## src/rtl/rv_pkg.sv

```systemverilog
// rtl/rv_pkg.sv - shared RV64 opcode, funct3 and MEM-stage FSM definitions
package rv_pkg;

  localparam logic [6:0] OPC_LOAD   = 7'b0000011;
  localparam logic [6:0] OPC_STORE  = 7'b0100011;
  localparam logic [6:0] OPC_BRANCH = 7'b1100011;

  localparam logic [2:0] F3_LB  = 3'b000;
  localparam logic [2:0] F3_LH  = 3'b001;
  localparam logic [2:0] F3_LW  = 3'b010;
  localparam logic [2:0] F3_LD  = 3'b011;
  localparam logic [2:0] F3_LBU = 3'b100;
  localparam logic [2:0] F3_LHU = 3'b101;
  localparam logic [2:0] F3_LWU = 3'b110;

  localparam logic [2:0] F3_SB = 3'b000;
  localparam logic [2:0] F3_SH = 3'b001;
  localparam logic [2:0] F3_SW = 3'b010;
  localparam logic [2:0] F3_SD = 3'b011;

  typedef enum logic {
    ST_IDLE = 1'b0,
    ST_REQ  = 1'b1
  } mem_state_t;

  // Access size is funct3[1:0] for both loads and stores.
  function automatic logic [7:0] size_mask(input logic [1:0] sz);
    case ({1'b0, sz})
      F3_SB:   return 8'h01;
      F3_SH:   return 8'h03;
      F3_SW:   return 8'h0F;
      F3_SD:   return 8'hFF;
      default: return 8'hFF;
    endcase
  endfunction

  function automatic logic is_misaligned(input logic [2:0] addr_lo, input logic [1:0] sz);
    case ({1'b0, sz})
      F3_SB:   return 1'b0;
      F3_SH:   return addr_lo[0];
      F3_SW:   return |addr_lo[1:0];
      default: return |addr_lo;
    endcase
  endfunction

endpackage

```

## src/rtl/mem_align.sv

```systemverilog
// rtl/mem_align.sv - store lane alignment and load byte-lane extraction
module mem_align
  import rv_pkg::*;
#(
  parameter int XLEN = 64
) (
  input  logic [2:0]        addr_lo,
  input  logic [2:0]        funct3,
  input  logic [XLEN-1:0]   store_data,
  input  logic [XLEN-1:0]   rdata,
  output logic [XLEN-1:0]   wdata,
  output logic [XLEN/8-1:0] wstrb,
  output logic [XLEN-1:0]   load_data
);

  logic [5:0]      shamt;
  logic [XLEN-1:0] lane;

  assign shamt = {addr_lo, 3'b000};
  assign wdata = store_data << shamt;
  assign wstrb = size_mask(funct3[1:0]) << addr_lo;
  assign lane  = rdata >> shamt;

  always_comb begin
    load_data = lane;
    case (funct3)
      F3_LB:   load_data = {{(XLEN-8){lane[7]}}, lane[7:0]};
      F3_LBU:  load_data = {{(XLEN-8){1'b0}}, lane[7:0]};
      F3_LH:   load_data = {{(XLEN-16){lane[15]}}, lane[15:0]};
      F3_LHU:  load_data = {{(XLEN-16){1'b0}}, lane[15:0]};
      F3_LW:   load_data = {{(XLEN-32){lane[31]}}, lane[31:0]};
      F3_LWU:  load_data = {{(XLEN-32){1'b0}}, lane[31:0]};
      F3_LD:   load_data = lane;
      default: load_data = lane;
    endcase
  end

endmodule

```

## src/rtl/pipeline_mem_stage.sv

```systemverilog
// rtl/pipeline_mem_stage.sv - RV64 MEM stage: data-memory handshake FSM and MEM/WB register
module pipeline_mem_stage
  import rv_pkg::*;
#(
  parameter int TIMEOUT = 255,
  parameter int XLEN    = 64
) (
  input  logic              clk,
  input  logic              reset,
  input  logic              valid_EX,
  input  logic [XLEN-1:0]   alu_result_EX,
  input  logic [XLEN-1:0]   store_data_EX,
  input  logic [4:0]        rd_EX,
  input  logic [6:0]        opcode_EX,
  input  logic [2:0]        funct3_EX,
  input  logic [XLEN-1:0]   pc_EX,
  output logic              stall_MEM,
  output logic              mem_req,
  output logic              mem_we,
  output logic [XLEN-1:0]   mem_addr,
  output logic [XLEN-1:0]   mem_wdata,
  output logic [XLEN/8-1:0] mem_wstrb,
  input  logic [XLEN-1:0]   mem_rdata,
  input  logic              mem_ack,
  output logic              valid_WB,
  output logic              reg_write_WB,
  output logic [4:0]        rd_WB,
  output logic [XLEN-1:0]   wb_data_WB,
  output logic [XLEN-1:0]   pc_WB,
  output logic              misalign_WB,
  output logic              bus_err_WB
);

  localparam int CW = $clog2(TIMEOUT + 1);

  mem_state_t state, state_nxt;
  logic [CW-1:0] cnt;

  logic is_load_ex, is_store_ex, is_mem_ex, misalign_ex, start_ex;
  logic timeout_hit, done;

  logic [2:0]      req_addr_lo, req_funct3;
  logic [4:0]      req_rd;
  logic [XLEN-1:0] req_pc;
  logic            req_is_load;

  logic [2:0]        al_addr_lo, al_funct3;
  logic [XLEN-1:0]   al_wdata, al_load;
  logic [XLEN/8-1:0] al_wstrb;

  assign is_load_ex  = (opcode_EX == OPC_LOAD);
  assign is_store_ex = (opcode_EX == OPC_STORE);
  assign is_mem_ex   = is_load_ex || is_store_ex;
  assign misalign_ex = is_misaligned(alu_result_EX[2:0], funct3_EX[1:0]);
  assign start_ex    = valid_EX && is_mem_ex && !misalign_ex;

  assign timeout_hit = (state == ST_REQ) && !mem_ack && (cnt == CW'(TIMEOUT - 1));
  assign done        = (state == ST_REQ) && (mem_ack || timeout_hit);
  assign mem_req     = (state == ST_REQ);

  // One aligner serves both phases: EX operands feed store lanes in IDLE,
  // the captured access feeds load extraction while in REQ.
  assign al_addr_lo = (state == ST_REQ) ? req_addr_lo : alu_result_EX[2:0];
  assign al_funct3  = (state == ST_REQ) ? req_funct3  : funct3_EX;

  mem_align #(.XLEN(XLEN)) u_align (
    .addr_lo    (al_addr_lo),
    .funct3     (al_funct3),
    .store_data (store_data_EX),
    .rdata      (mem_rdata),
    .wdata      (al_wdata),
    .wstrb      (al_wstrb),
    .load_data  (al_load)
  );

  always_comb begin
    state_nxt = state;
    stall_MEM = 1'b0;
    case (state)
      ST_IDLE: begin
        stall_MEM = start_ex;
        if (start_ex) state_nxt = ST_REQ;
      end
      ST_REQ: begin
        stall_MEM = !done;
        if (done) state_nxt = ST_IDLE;
      end
      default: state_nxt = ST_IDLE;
    endcase
  end

  always_ff @(posedge clk or negedge reset) begin
    if (!reset) begin
      state       <= ST_IDLE;
      cnt         <= '0;
      mem_we      <= 1'b0;
      mem_wstrb   <= '0;
      mem_addr    <= '0;
      mem_wdata   <= '0;
      req_addr_lo <= '0;
      req_funct3  <= '0;
      req_rd      <= '0;
      req_pc      <= '0;
      req_is_load <= 1'b0;
    end else begin
      state <= state_nxt;
      if (state == ST_IDLE && start_ex) begin
        cnt         <= '0;
        mem_addr    <= {alu_result_EX[XLEN-1:3], 3'b000};
        mem_we      <= is_store_ex;
        mem_wstrb   <= is_store_ex ? al_wstrb : '0;
        mem_wdata   <= is_store_ex ? al_wdata : '0;
        req_addr_lo <= alu_result_EX[2:0];
        req_funct3  <= funct3_EX;
        req_rd      <= rd_EX;
        req_pc      <= pc_EX;
        req_is_load <= is_load_ex;
      end else if (done) begin
        mem_we    <= 1'b0;
        mem_wstrb <= '0;
      end else if (state == ST_REQ) begin
        cnt <= cnt + 1'b1;
      end
    end
  end

  always_ff @(posedge clk or negedge reset) begin
    if (!reset) begin
      valid_WB     <= 1'b0;
      reg_write_WB <= 1'b0;
      misalign_WB  <= 1'b0;
      bus_err_WB   <= 1'b0;
      rd_WB        <= '0;
      wb_data_WB   <= '0;
      pc_WB        <= '0;
    end else begin
      valid_WB     <= 1'b0;
      reg_write_WB <= 1'b0;
      misalign_WB  <= 1'b0;
      bus_err_WB   <= 1'b0;
      case (state)
        ST_IDLE: begin
          if (valid_EX && !start_ex) begin
            valid_WB   <= 1'b1;
            rd_WB      <= rd_EX;
            pc_WB      <= pc_EX;
            wb_data_WB <= alu_result_EX;
            if (is_mem_ex) misalign_WB <= 1'b1;
            else reg_write_WB <= (opcode_EX != OPC_BRANCH) && (rd_EX != 5'd0);
          end
        end
        ST_REQ: begin
          if (done) begin
            valid_WB <= 1'b1;
            rd_WB    <= req_rd;
            pc_WB    <= req_pc;
            if (timeout_hit) begin
              bus_err_WB <= 1'b1;
            end else begin
              if (req_is_load) wb_data_WB <= al_load;
              reg_write_WB <= req_is_load && (req_rd != 5'd0);
            end
          end
        end
        default: ;
      endcase
    end
  end

endmodule
```

## config.mk

```make
export PLATFORM = sky130hd
export DESIGN_NAME = pipeline_mem_stage
export DESIGN_NICKNAME = d
export VERILOG_FILES = /design/src/rtl/rv_pkg.sv /design/src/rtl/mem_align.sv /design/src/rtl/pipeline_mem_stage.sv
export SDC_FILE = /design/constraint.sdc
export NUM_CORES = 1
export LEC_CHECK = 0
export BUFFER_PORTS_ARGS = -buffer_cell sky130_fd_sc_hd__buf_2
export CORE_AREA = 5 5 213 215
export DETAILED_ROUTE_END_ITERATION = 10
export DIE_AREA = 0 0 218 220
export PLACE_DENSITY = 0.67
export SLEW_MARGIN = 20
export SYNTH_ARGS = -nofsm -noshare
export SYNTH_HDL_FRONTEND = slang
export SYNTH_SLANG_ARGS = --single-unit
```

## constraint.sdc

```tcl
create_clock -name clk -period 6.45 [get_ports clk]
set_clock_uncertainty 0.05 [all_clocks]
set_input_delay 0.645 -clock clk [delete_from_list [all_inputs] [get_ports clk]]
set_output_delay 0.645 -clock clk [all_outputs]
set_load 0.05 [all_outputs]
```

==> results of run 1 <==
-- power groups by stage --
stage                     clock network (uW)  registers [uW]  logic (uW)
final                                   2380            2500        1290
after global placement                     0            2540        1270
after floorplan                            0            2960         384
after global routing                    2510            2520        1380
after detailed placement                   0            2540        1280
after CTS                               2430            2500        1290
-- area by class of cell --
type                       instances  area share [%]
tap                              592            3.30
multi-input combinational       1549            37.4
timing repair buffer             572            13.2
antenna                           14           0.156
clock buffer                      62            5.56
sequential                       356            39.8
inverter                           6           0.100
clock inverter                    11           0.519
-- registers in the layout (all words and copies together), names as in the netlist, 3 cells and up --
register and cells:
req_rd 5, wb_data_WB 64, mem_wstrb 8, mem_wdata 64
mem_addr 61, req_pc 64, req_addr_lo 3, rd_WB 5
req_funct3 3, cnt 8, pc_WB 64
-- through the flow --
step	instances	area, sq um
3_5_place_dp	3074	21000
6_report	3162	22400
4_1_cts	3148	22400
5_1_grt	3154	22400
3_3_place_gp	3074	21000
2_1_floorplan	2058	17800
-- kinds of logic after synthesis --
| group | Yosys count |
|---|---|
| mux | 173 |
| simple gates | 1015 |
| compound gates | 350 |
| other cells | 1 |
| flops | 356 |
| xor+xnor | 6 |
| fa+ha+maj | 2 |
| buf+inv | 153 |
-- worst max-delay path, cell delays in order (launching register included) --
cell and delay (ns):
dfrtp_4 0.93, buf_4 0.90, buf_4 0.76, buf_2 0.40
-- worst min-delay path by stage --
stage                      start  slack, ns      endpoint
detailed placement  mem_addr[22]       0.41  mem_addr[22]
global placement    mem_addr[10]       0.40  mem_addr[10]
CTS                    pc_EX[32]       0.21    req_pc[32]
floorplan                  reset       0.30    bus_err_WB
global route           pc_EX[32]       0.23    req_pc[32]
finish                 pc_EX[27]       0.25    req_pc[27]
-- repair_timing --
| action | 4_1_cts | 5_1_grt |
|---|---|---|
| hold buffers | 1 | 0 |
| hold endpoints to repair | 38 | 0 |
| endpoints found under the setup margin | 0 | 0 |
-- cell usage in the layout, fill, tap and decap left out, types with 3 or more instances in the layout --
cell	count
a211oi_1	58
a21o_1	6
a21oi_1	45
a22o_1	10
a22oi_1	8
a31oi_1	26
a32oi_1	8
and2_1	10
and3_1	15
buf_2	546
buf_4	22
clkbuf_1	9
clkbuf_16	43
clkbuf_8	10
clkinv_2	5
clkinvlp_4	3
conb_1	3
dfrtp_1	355
diode_2	14
inv_1	6
mux2_2	13
mux2i_1	139
mux2i_4	3
mux4_2	17
nand2_1	759
nand3_1	47
nor2_1	102
nor2b_1	5
nor3_1	60
o211ai_1	16
o21ai_0	147
o22ai_1	3
o31ai_1	10
xor2_1	6
-- per-layer routing --
metal	track usage, %	vias to the layer above
li1	-	7931
met1	37.4	8402
met2	43.5	840
met3	8.04	111
met4	7.22	12
met5	0	-
==> results.cfg, run 1 <==
[run_status]
status = finished clean

[clock_tree]
clock_latency_ns = 0.56
clk_path_buf_depth = 3
clkTransAtPathRegs_ns = 0.06
clock-root-buffer = clkbuf_16
cts.sinks = 356
cts_tree = built
htreeDepth = 2
post_cts_buffers = 0
cts_buffers = 41
post_cts_resized = 0

[power]
p_clk_share_pct = 38.5
p_seq_share_pct = 40.6
combPwrFrac_pct = 20.9
p_per_area_mw_per_mm2 = 275
switching_share_pct = 32.7
leakagePower_uw = 0.0114
p_total_uw = 6170
switching_power_uw = 2020
irDropWorstVdd_v = 0.000158
internal_power_uw = 4150

[setup_path]
crit_path_end_kind = output pin
crit_arrival_ns = 3.65
ff2ff_path_depth = 6
worstSetupEndpoint = mem_req
path_class = register to output pin
crit_required_ns = 5.75
start_kind = register
cp-startpoint = mem_req
r2r_start = mem_req
timing.rr.end = wb_data_WB[25]
crit_fanout = 73
reg2reg_slack_ns = 2.27

[drt]
wl_met1_microns = 28600
routedWlPerCell_microns = 21.7
vias_per_cell = 5.47
routed-wl-met2_microns = 31600
vias = 17300
route.met3.wl_microns = 6780
ant_nets = 0
top_layer_used = met5
drc = 0
dr.pass1.iters = 6
drt_iter0_drc = 1594
finalWirelength_microns = 68700

[synth]
synth_cells = 2056
synthFlopType = dfrtp_1
synth_top_area_cell = dfrtp_1
synth_simple_gate_area_share_pct = 23.0
synthXorXnorAreaFrac_pct = 0.295
ys_warn_count = 0
synth_top_cell_area_share_pct = 50.0
yosysUniqueCellTypes = 53
yosysMostFrequentCell = nand2_1
synth_common_cells = 760 x nand2_1, 356 x dfrtp_1, 148 x o21ai_0, 142 x mux2i_1, 107 x clkbuf_1
synth_top_family_by_area = simple AND/OR/NAND/NOR gates
synthMuxAreaShare_pct = 11.0
synth_seq_area_share_pct = 50.0
synth-compound-area-share_pct = 12.0
avgSynthCellArea_sq_um = 8.67
synth.area.top_cells = dfrtp_1 50%, nand2_1 16%, mux2i_1 8.0%
synth_fa_ha_area_share_pct = 0.140
synth_seq_cells = 356
synthesis.area_sq_mm = 0.0178
synth_edf_count = 0
synthArstFlopShare_pct = 100

[floorplanning]
start_util_pct = 40.9
core.rowCount = 77
die_x_microns = 218
io_pins = 551
core_sq_mm = 0.0435
die_h_microns = 220
dieArea_sq_mm = 0.0480

[timing]
slew_headroom_pct = 25.5
setup-violations-final = 0
finalMaxSlewViolations = 0
fmax_ghz = 0.230
hold_ws_ns = 0.249
period_minus_slack_ns = 4.35
finalHoldViolations = 0
setup_slack_ns = 2.10
period_share_pct = 67.4
rsz0062_at_grt = no
tightest_slew_ns = 1.11
tns_ns = 0

[min_path]
hold_class = input port to register
whs_path_depth = 3

[grt]
grt_pass1_vias = 16800
antenna_found_initial = 18
grt_overflow_total = 0
grt_start_max_net_pins = 164
track_usage_pct = 27.5
grt_pass1_wl_microns = 103000

[cells_and_area]
area_growth_syn_to_layout_pct = 25.8
regArea_sq_mm = 0.00891
multi_input_comb_area_sq_mm = 0.00838
fin_util_pct = 51.5
nFillCells = 4111
layout.nets = 2803
drive_above_1_share_pct = 26.6

[place]
dp_slack_ns = 2.30
io_buffer_count = 547
globalplace.congestion = 0.926
place_hpwl_microns = 49800

[run]
maxCapViolCount = 0
Power figures use the tool's default switching activity.
==> inputs of run 2 (changes only) <==
Settings changed: ABC_AREA from default to 1, CORE_AREA 5 5 213 215 to 5 5 211 213, DIE_AREA 0 0 218 220 to 0 0 216 218, PLACE_DENSITY 0.67 to 0.73.
Clock period 6.45 ns to 3.65 ns, I/O delays scaled along.
==> results.cfg, run 2 <==
[run]
maxCapViolCount = 0

[synth]
yosysUniqueCellTypes = 41
synthArstFlopShare_pct = 100
yosysMostFrequentCell = nand2_1
synth_cells = 2593
synth_seq_cells = 356
synth_top_cell_area_share_pct = 47.3
synthFlopType = dfrtp_1
ys_warn_count = 0
synth_seq_area_share_pct = 47.3
synth_common_cells = 1074 x nand2_1, 356 x dfrtp_1, 199 x o21ai_0, 158 x nand3_1, 123 x inv_1
synth_top_area_cell = dfrtp_1
synthesis.area_sq_mm = 0.0188
synth_edf_count = 0
avgSynthCellArea_sq_um = 7.26
synth.area.top_cells = dfrtp_1 47%, nand2_1 21%, o21ai_0 5.3%

[clock_tree]
post_cts_buffers = 0
cts_tree = built
clk_path_buf_depth = 3
clock-root-buffer = clkbuf_16
cts_buffers = 41
clkTransAtPathRegs_ns = 0.06
cts.sinks = 356
clock_latency_ns = 0.57
htreeDepth = 2

[grt]
grt_pass1_vias = 19600
grt_start_max_net_pins = 168
antenna_found_initial = 17
track_usage_pct = 30.1
grt_overflow_total = 0
grt_pass1_wl_microns = 112000

[setup_path]
ff2ff_path_depth = 10
timing.rr.end = wb_data_WB[54]
crit_required_ns = 3.23
crit_chain = buf_6 -> nand3_1 -> nand2_1 -> buf_2
reg2reg_slack_ns = 0.48
crit_path_end_kind = output pin
worstSetupEndpoint = stall_MEM
worst-path-stages = 4
cp-startpoint = mem_req
crit_arrival_ns = 3.08
critPathTopFamily = buffers and inverters
cp.buffers_inverters = 2
critPathMaxStageDelay_ns = 0.73
path_class = register to output pin
start_kind = register
crit_fanout = 81
r2r_start = mem_req
timing.critical_path.slowest_stage_cell = dfrtp_4

[cells_and_area]
regArea_sq_mm = 0.00891
multi_input_comb_area_sq_mm = 0.00854
layout_commonest_cell = nand2_1
layout_common_cells = 1074 x nand2_1, 546 x buf_2, 355 x dfrtp_1, 199 x o21ai_0, 158 x nand3_1
nFillCells = 4016
design_area_sq_mm = 0.0241
layout.nets = 3394
drive_above_1_share_pct = 21.9
fin_util_pct = 56.7
area_growth_syn_to_layout_pct = 28.1

[timing]
tns_ns = 0
rsz0062_at_grt = no
slew_headroom_pct = 32.5
finalMaxSlewViolations = 0
period_share_pct = 95.9
fmax_ghz = 0.286
tightest_slew_ns = 1.01
setup-violations-final = 0
period_minus_slack_ns = 3.50
finalHoldViolations = 0
setup_slack_ns = 0.151

[floorplanning]
core.rowCount = 76
die_x_microns = 216
die_h_microns = 218
io_pins = 551
dieArea_sq_mm = 0.0471
start_util_pct = 44.3
core_sq_mm = 0.0425

[place]
dp_slack_ns = 0.524
io_buffer_count = 547
placed_area_sq_mm = 0.0218
place_hpwl_microns = 52800
globalplace.congestion = 0.975

[power]
leakagePower_uw = 0.0130
p_total_uw = 11400
p_per_area_mw_per_mm2 = 473
irDropWorstVdd_v = 0.000311

[run_status]
status = finished clean

[drt]
drt_iter0_drc = 2072
dr.pass1.iters = 6
vias = 20100
vias_per_cell = 5.42
drc = 0
finalWirelength_microns = 73800
ant_nets = 0
routedWlPerCell_microns = 19.9

[min_path]
hold_class = input port to register
==> run 2: changes by cell type after synthesis, sizes merged, moves of 75 or more <==
cell / change
buf: +75
inv: +129
mux2i: -137
nand2: +327
nand3: +114
o21ai: +99
==> run 2: worst min-delay path by stage <==
stage / startpoint / endpoint / slack (ns) / depth (start not counted)
floorplan: reset / bus_err_WB / 0.02 / 0
global placement: mem_wstrb[1] / mem_wstrb[1] / 0.40 / 2
detailed placement: mem_wstrb[1] / mem_wstrb[1] / 0.41 / 2
CTS: funct3_EX[0] / req_funct3[0] / 0.007 / 3
global route: alu_result_EX[4] / mem_addr[4] / 0.01 / 3
finish: alu_result_EX[48] / mem_addr[48] / 0.03 / 3
==> run 2: what timing repair did <==
action,in CTS,in global routing
hold buffers,79,0
endpoints found under the setup margin,1,0
endpoints found under the hold margin,205,0
gates resized for setup,1,0
==> run 2: layout make-up <==
cell class,instances,area share [%]
Sequential cell,356,37.0
Multi-Input combinational cell,1918,35.4
Timing Repair Buffer,665,16.4
Clock buffer,58,4.81
Tap cell,546,2.83
Inverter,135,2.13
Clock inverter,17,1.34
Antenna cell,16,0.166
==> run 2: through the flow <==
| step | std cells | hold WS (ns) |
|---|---|---|
| 3_5_place_dp | 3541 | 0.408 |
| 3_3_place_gp | 3541 | 0.403 |
| 6_report | 3711 | 0.0330 |
| 4_1_cts | 3695 | 0.00719 |
| 2_1_floorplan | 2595 | 0.0194 |
| 5_1_grt | 3708 | 0.0150 |
==> run 2: worst min-delay path: stages <==
cell and delay [ns]:
buf_2 0.10, inv_1 0.06, o21ai_0 0.08
==> run 2: cells by family after synthesis <==
logic type	after synthesis	synth area share (%)
XOR/XNOR	2	0.0930
multiplexers	5	0.266
adder cells (fa/ha/maj)	2	0.133
flip-flops	356	47.3
AO/OA/AOI/OAI	489	14.1
other	1	0.0199
buffers and inverters	321	7.52
AND/OR/NAND/NOR	1417	30.5
==> run 2: where the power goes <==
group	switching, uW	total [uW]	internal (uW)
Sequential	188	4430	4240
Combinational	1790	2430	644
Clock	1750	4560	2800
Total	3730	11400	7690
==> run 2: metal layers <==
metal / track usage [%] / up-vias / share of wire [%]
met3: 6.82 / 207 / 8.1
li1: - / 9479 / -
met5: 0 / - / 0.045
met1: 39.0 / 9474 / 41
met4: 14.9 / 6 / 5.1
met2: 48.1 / 961 / 46
